==> src/rtl/iir_pkg.sv <==
// Shared types and Q16.16 helpers for the time-multiplexed IIR tap sequencer.
package iir_pkg;

  localparam int W    = 32;
  localparam int FRAC = 16;

  // 1.0 in Q16.16
  localparam logic [W-1:0] ONE = 32'h0001_0000;

  typedef enum logic [2:0] {
    IDLE,
    FB,
    UPD,
    FF,
    OUT
  } state_e;

  // Bring a 2W Q32.32 accumulator back to a W-bit Q16.16 sample by truncation.
  function automatic logic [W-1:0] trunc_q16(input logic [2*W-1:0] acc);
    return acc[FRAC+W-1:FRAC];
  endfunction

endpackage

==> src/rtl/tap_mac.sv <==
// Shared signed W x W multiplier feeding a wrapping 2W accumulator.
module tap_mac
  import iir_pkg::*;
(
  input  logic           clk,
  input  logic           rst_n,
  input  logic           clr_i,
  input  logic           en_i,
  input  logic [W-1:0]   a_i,
  input  logic [W-1:0]   b_i,
  output logic [2*W-1:0] acc_o
);

  logic [2*W-1:0] prod;
  logic [2*W-1:0] acc_d;
  logic [2*W-1:0] acc_q;

  // Signed product via sign-extended operands, then clear / accumulate / hold.
  always_comb begin
    // NOTE: every output of an always_comb gets a default first so no path leaves it unassigned (which would infer a latch).
    prod  = {{W{a_i[W-1]}}, a_i} * {{W{b_i[W-1]}}, b_i};
    acc_d = acc_q;
    if (clr_i) begin
      acc_d = '0;
    end else if (en_i) begin
      acc_d = acc_q + prod;
    end
  end

  // Accumulator register.
  always_ff @(posedge clk or negedge rst_n) begin
    // NOTE: sequential state is updated with non-blocking assignments so all registers sample the same pre-edge values.
    if (!rst_n) begin
      acc_q <= '0;
    end else begin
      acc_q <= acc_d;
    end
  end

  assign acc_o = acc_q;

endmodule

==> src/rtl/iir_tap_sequencer.sv <==
// Direct-form-II IIR section: sequences N feedback then N feed-forward taps
// through one shared MAC per sample, with valid/ready sample ports and a
// coefficient config port that is only honoured while idle.
module iir_tap_sequencer
  import iir_pkg::*;
#(
  parameter  int N  = 3,
  localparam int AW = $clog2(N)
) (
  input  logic          clk,
  input  logic          rst,
  input  logic [W-1:0]  in_data,
  input  logic          in_valid,
  output logic          in_ready,
  output logic [W-1:0]  out_data,
  output logic          out_valid,
  input  logic          out_ready,
  input  logic          cfg_we,
  input  logic          cfg_sel,
  input  logic [AW-1:0] cfg_addr,
  input  logic [W-1:0]  cfg_data,
  output logic          cfg_ack,
  output logic          busy
);

  state_e         state_q, state_d;
  logic [AW-1:0]  k_q, k_d;
  logic [W-1:0]   sample_q;
  logic           cfg_ack_q;

  logic [W-1:0]   a_q      [N];
  logic [W-1:0]   b_q      [N];
  logic [W-1:0]   v_hist_q [N];

  logic           in_hs;
  logic           cfg_hit;
  logic           last_tap;
  logic           mac_clr;
  logic           mac_en;
  logic [W-1:0]   mul_a;
  logic [W-1:0]   mul_b;
  logic [2*W-1:0] acc;

  assign in_hs    = (state_q == IDLE) && in_valid;
  assign cfg_hit  = (state_q == IDLE) && cfg_we && (int'(cfg_addr) < N);
  assign last_tap = (k_q == AW'(N - 1));

  tap_mac u_mac (
    .clk   (clk),
    .rst_n (rst),
    .clr_i (mac_clr),
    .en_i  (mac_en),
    .a_i   (mul_a),
    .b_i   (mul_b),
    .acc_o (acc)
  );

  // Next-state, tap counter and MAC operand selection.
  always_comb begin
    state_d = state_q;
    k_d     = k_q;
    mac_clr = 1'b0;
    mac_en  = 1'b0;
    mul_a   = '0;
    mul_b   = '0;
    unique case (state_q)
      IDLE: begin
        if (in_valid) begin
          state_d = FB;
          k_d     = '0;
          mac_clr = 1'b1;
        end
      end
      FB: begin
        // Tap 0 multiplies the fresh sample; tap k multiplies v_hist[k-1].
        mac_en = 1'b1;
        mul_a  = a_q[k_q];
        if (k_q == '0) begin
          mul_b = sample_q;
        end else begin
          mul_b = v_hist_q[k_q - AW'(1)];
        end
        if (last_tap) begin
          state_d = UPD;
          k_d     = '0;
        end else begin
          k_d = k_q + AW'(1);
        end
      end
      UPD: begin
        mac_clr = 1'b1;
        state_d = FF;
      end
      FF: begin
        mac_en = 1'b1;
        mul_a  = b_q[k_q];
        mul_b  = v_hist_q[k_q];
        if (last_tap) begin
          state_d = OUT;
          k_d     = '0;
        end else begin
          k_d = k_q + AW'(1);
        end
      end
      OUT: begin
        if (out_ready) begin
          state_d = IDLE;
        end
      end
      default: state_d = IDLE;
    endcase
  end

  // State, tap counter, input sample latch and config ack pulse.
  always_ff @(posedge clk or negedge rst) begin
    if (!rst) begin
      state_q   <= IDLE;
      k_q       <= '0;
      sample_q  <= '0;
      cfg_ack_q <= 1'b0;
    end else begin
      state_q   <= state_d;
      k_q       <= k_d;
      cfg_ack_q <= cfg_hit;
      if (in_hs) begin
        sample_q <= in_data;
      end
    end
  end

  // Coefficient banks; a write in the same cycle as a handshake lands before the first FB tap.
  always_ff @(posedge clk or negedge rst) begin
    // NOTE: this small register file is reset on purpose (a0=b0=1.0 gives a pass-through default); large RAMs normally are not.
    if (!rst) begin
      for (int i = 0; i < N; i++) begin
        a_q[i] <= (i == 0) ? ONE : '0;
        b_q[i] <= (i == 0) ? ONE : '0;
      end
    end else if (cfg_hit) begin
      if (cfg_sel) begin
        b_q[cfg_addr] <= cfg_data;
      end else begin
        a_q[cfg_addr] <= cfg_data;
      end
    end
  end

  // Delay-line history: shift in the new intermediate value once per sample.
  always_ff @(posedge clk or negedge rst) begin
    if (!rst) begin
      for (int i = 0; i < N; i++) begin
        v_hist_q[i] <= '0;
      end
    end else if (state_q == UPD) begin
      for (int i = N - 1; i > 0; i--) begin
        v_hist_q[i] <= v_hist_q[i-1];
      end
      v_hist_q[0] <= trunc_q16(acc);
    end
  end

  // The accumulator is frozen in OUT, so out_data stays stable under backpressure.
  assign in_ready  = (state_q == IDLE);
  assign busy      = (state_q != IDLE);
  assign out_valid = (state_q == OUT);
  assign out_data  = out_valid ? trunc_q16(acc) : '0;
  assign cfg_ack   = cfg_ack_q;

endmodule

==> config.mk <==
export PLATFORM = sky130hd
export DESIGN_NAME = iir_tap_sequencer
export DESIGN_NICKNAME = d
export VERILOG_FILES = /design/src/rtl/iir_pkg.sv /design/src/rtl/tap_mac.sv /design/src/rtl/iir_tap_sequencer.sv
export SDC_FILE = /design/constraint.sdc
export NUM_CORES = 2
export LEC_CHECK = 0
export CORE_MARGIN = 8
export CORE_UTILIZATION = 25
export DETAILED_ROUTE_END_ITERATION = 7
export HOLD_SLACK_MARGIN = 0.06
export PLACE_DENSITY = 0.46
export SLEW_MARGIN = 20
export SYNTH_ARGS = -nofsm -noshare
export SYNTH_HDL_FRONTEND = slang
export SYNTH_SLANG_ARGS = --single-unit
==> constraint.sdc <==
create_clock -name clk -period 14.9 [get_ports clk]
set_input_delay 2.98 -clock clk [delete_from_list [all_inputs] [get_ports clk]]
set_output_delay 2.98 -clock clk [all_outputs]
set_load 0.02 [all_outputs]
# Word-level counts from Yosys, hierarchy flattened
# Cells that the tools add are included.
# word_totals
register_bits,390
out_inout_bits,36
inputBits,72
elab_cells,83
# classes
n_mux,33
n_reduce_logical,14
n_mul,1
add_sub_neg,3
eq_ne,9
bitwise,4
n_lt_le_gt_ge,5
# ops
cell,n
$mux 32,11
$bmux 32 s2,4
$bwmux 96,2
$mux 64,2
$pmux 32 s2,2
$add 64x64->64,1
$demux 32 s2,1
$mul 32x32->64,1
$pmux 3 s5,1
$mux 3,4
$ge 3x3->1 const B,3
$not 2->3,3
$eq 3x2->1 const B,2
$ne 2x2->1 const B,3
$reduce_and 2->1,3
$logic_and 1x1->1,4
$mux 2,2
$pmux 2 s2,1
$reduce_and 4->1,1
$reduce_bool 2->1,2
$eq 3x1->1 const B,1
$eq 3x3->1 const B,1
$logic_not 3->1,1
$lt 3x1->1 const B,1
other kinds (11),12

# Longest topological paths before layout
# logic_depth
word_depth,11
ltp_mapped,46
ltp_nobuf,35

# By module
# Synthesis repeated with hierarchy kept, for this count alone.
# hier_totals
hier_cells,5723
hier_area_um2,58605.0
# by_module_without_submodules
module,cells_each,area_per_inst_um2,instances,seq_area_each_um2
tap_mac,4547,42645.9,1,1601.5
iir_tap_sequencer,1176,15959.1,1,8160.3

# Worst setup path after synthesis
# Ideal clock, no wire load.
# synth_timing
path_kind,register to register
startpoint,reg k_q[0]
endpoint,"reg u_mac.acc_q[46], in the netlist u_mac.acc_o[46]"
slack_ns,4.776
required_ns,14.773
period_less_slack_ns,10.124
path_buffers,8
arrival_time_ns,9.997
stages_incl_launch_ff,42
setup_ns,0.127
path_cell_list,dfrtp_1 buf_2 inv_1 clkbuf_1 buf_2 buf_1 ha_1 buf_4 buf_6 buf_4 buf_2 mux2_2 a221o_1 o21ai_0 nor2_1 a21o_1 nand2_1 fa_1 [6 not listed] fa_1 fa_1 fa_1 inv_1 fa_1 inv_1 ha_1 a21o_1 a21o_1 a21o_1 a21oi_1 o21ai_0 a41o_1 a31oi_1 o31a_1 o31ai_1 mux2i_1 nand3_1
# synth_between
elab_chain_cells,11
word_cells_on_any_way,23
classes_between,2 x add/sub; 1 x mul; 17 x mux; 2 x bitwise; 1 x reduce/logical
# synth_rtl
item,line,rtl
from (decl),iir_tap_sequencer.sv:27,"logic [AW-1:0] k_q, k_d;"
from (signal assigned),iir_tap_sequencer.sv:123,k_q <= k_d;
$sub 2x1->2,iir_tap_sequencer.sv:81,mul_b = v_hist_q[k_q - AW'(1)];
$not 2->3 (not written as such),iir_tap_sequencer.sv:81,
$bmux 32 s2,iir_tap_sequencer.sv:81,
$mux 32 (not written as such) (2 in series),iir_tap_sequencer.sv:81,
$mux 32,iir_tap_sequencer.sv:78,if (k_q == '0) begin
$pmux 32 s2,iir_tap_sequencer.sv:66,unique case (state_q)
$mul 32x32->64 *,tap_mac.sv:21,"prod = {{W{a_i[W-1]}}, a_i} * {{W{b_i[W-1]}}, b_i};"
$add 64x64->64 *,tap_mac.sv:26,acc_d = acc_q + prod;
$mux 64 *,tap_mac.sv:25,end else if (en_i) begin
$mux 64 *,tap_mac.sv:23,if (clr_i) begin
to (signal assigned),tap_mac.sv:34,acc_q <= '0;
to (signal assigned),tap_mac.sv:36,acc_q <= acc_d;
to (decl),tap_mac.sv:16,logic [2*W-1:0] acc_q;
# Mark *: on every way between the ends. The rest lies on a longest branch, timed or not. The select of a mux whose other input is x is not followed.
# A chain may end at the register's enable or synchronous reset.

# Worst setup path in the final report
# layout_timing
startpoint,reg k_q[0]
endpoint,"reg u_mac.acc_q[47], in the netlist u_mac.acc_o[47]"
# Same word-level chain as after synthesis.

==> impl_metrics.ini <==
[cells_and_area]
drive_gt1_share_pct = 12.0
fin_nets = 6128
multi_input_area_sq_mm = 0.0344
seq_area_sq_mm = 0.00937
area_growth_pct = 12.2
design_area_sq_mm = 0.0545
fill_cells = 20200

[clocking]
hold_buffers = 0
cts_tree = done
post_cts_buffers = 0
root_buffer = clkbuf_16
cts_resized = 0
cts_buffers = 48
h-tree-depth = 2
cts.reportedPaths.clkPinSlew_ns = 0.06
clockBufferDepth = 3
cts.sinks = 374
clk_latency_ns = 0.69

[synthesis]
synth_top_cell_area_share_pct = 37.3
yosys-top-cells-count = inv_1, fa_1, nand2_1
syn_avg_cell_area_sq_um = 9.80
synthFlopType = dfrtp_1
yosys.cell_count.top_type = inv_1
ys_ff_latch = 374
syn_nets = 6118
yosys-top-cells-area = fa_1, dfrtp_1, inv_1
ys_seq_area_share_pct = 19.3
synth_edf_count = 0
synth_warnings = 0
synth_top_area_cell = fa_1
ys_types = 78
async_flop_share_pct = 100
synth.cell_area_sq_mm = 0.0485
synthCells = 4955

[floorplanning]
die_y_microns = 457
fp-row-count = 161
core_area_sq_mm = 0.193
boundaryPins = 108
dieWidth_microns = 457
dieArea_sq_mm = 0.209
start_util_pct = 25.2

[global_routing]
grt_first_pass_wirelength_microns = 263000
grt_antenna_before_repair = 8
grt_max_degree = 180
grt-ovfl-total = 0
grt.total_usage_pct = 16.8
grt_pass1_vias = 37900

[timing]
setup_tns_ns = 0
worst_pin_slew_ns = 1.24
relSlewSlack_pct = 17.0
maxSlewViolCount = 0
hold_viol_final = 0
finalCriticalPeriod_ns = 11.98
whs_ns = 0.485
fmax_ghz = 0.0835
rsz0062_at_grt = no
finClkSkew_ns = 0.0753
setup_violations = 0
min_period_over_period_pct = 80.4

[critical_path]
cp_slowest_cell = dfrtp_4
crit_fanout = 60
worstPathRequired_ns = 15.42
critPathLaunchType = flop
worst_setup_path_end_kind = flop
crit_buf_inv = 9
cpMostUsedCell = fa_1
max_stage_delay_ns = 0.85
cp_top_family = adder cells
crit_type = reg -> reg
cp.arrival_ns = 12.50

[place]
port_buffers = 107
place_hpwl_microns = 136000
gp_congestion = 0.918
place_area_sq_mm = 0.0527

[flow_run]
cap_violations = 0

[hold_path]
hold_path.class = reg -> reg

[routing]
route.detailed.drc = 0
dr.pass1.iters = 5
vias_per_cell = 4.64
vias = 35000
wl_microns = 176000
drt_iter0_drc = 2489
ant_nets = 0
wire_per_inst_microns = 23.4

[run_status]
status = finished, final reports clean
## worst paths after layout
path	from	end	slack [ns]	depth (start not counted)
max	k_q[0]$_DFFE_PN0P_	u_mac.acc_o[47]$_DFFE_PN0P_	2.92	36
min	u_mac.acc_o[8]$_DFFE_PN0P_	u_mac.acc_o[8]$_DFFE_PN0P_	0.48	2
max reg2reg	k_q[0]$_DFFE_PN0P_	u_mac.acc_o[47]$_DFFE_PN0P_	2.92	36
min reg2reg	u_mac.acc_o[8]$_DFFE_PN0P_	u_mac.acc_o[8]$_DFFE_PN0P_	0.48	2
max in group asynchronous	rst	k_q[0]$_DFFE_PN0P_	10.31	4
min in group asynchronous	rst	u_mac.acc_o[29]$_DFFE_PN0P_	2.24	1
## routing by layer
layer  GRT usage (%)  vias up  share of wire [%]
li1                -    15100                  -
met4            7.39        0                5.5
met1            22.1    18400                 43
met3            2.94      280                6.5
met5               0        -                  0
met2            27.1     1106                 45
## metrics by stage
stage,util (%),setup WS (ns),std cells
after global placement,27.3,3.16,7440
after floorplan,-,4.78,4955
after global routing,28.3,2.56,7529
after detailed placement,27.3,3.02,7440
final,28.3,2.92,7530
after CTS,28.2,2.96,7528
## kinds of logic (layout without fill, tap and decap cells)
group / Yosys count / after routing / synth area share, %
multiplexers: 448 / 448 / 10.2
buffers and inverters: 1295 / 1343 / 10.3
XOR/XNOR: 85 / 85 / 1.59
other: 0 / 1 / 0
flip-flops: 374 / 374 / 19.3
AND/OR/NAND/NOR: 1196 / 1196 / 10.1
AO/OA/AOI/OAI: 466 / 466 / 6.50
adder cells (fa/ha/maj): 1091 / 1091 / 42.1
## cells in the final DEF (no fill, tap or decap), types with 14 or more instances in the layout
cell / n
inv_1: 1031
fa_1: 904
nand2_1: 641
nor2_1: 395
dfrtp_1: 369
mux2_2: 330
ha_1: 186
o21ai_0: 114
buf_4: 113
mux2i_1: 109
clkdlybuf4s50_1: 106
a21oi_1: 72
xnor2_1: 59
o22a_1: 50
clkbuf_16: 48
a21o_1: 39
and2_1: 36
a22oi_1: 34
xor2_1: 24
nand2b_1: 22
o22ai_2: 21
nor3_1: 17
o22ai_1: 17
o21ai_1: 16
nand3_1: 14
## final cells by class
type / instances / share of cell area (%)
repair buffers: 222 / 3.62
diodes: 1 / 0.00459
flip-flops and latches: 374 / 17.2
clock buffers: 62 / 2.39
well taps: 2526 / 5.80
clock inverters: 26 / 0.785
inverters: 1033 / 7.12
multi-input cells: 3286 / 63.1
## worst register-to-register path, delay by kind of cell (launching register included)
kind | cells | cell delay [ns]
adders and majority gates | 10 | 4.73
AOI/OAI and AO/OA | 12 | 2.95
and+or+nand+nor | 4 | 2.06
buffers and inverters | 9 | 1.09
DFF | 1 | 0.85
xor gates and xnor gates | 1 | 0.16
## flip-flops by register name, summed over array words and instances, names as in the netlist
name,flops
a_q,96
b_q,96
v_hist_q,96
u_mac.acc_o,48
sample_q,32
state_q,3
k_q,2
cfg_ack,1
Power is not shown: default switching activity piles up to over one toggle a cycle in this logic, so the estimate is an artifact.
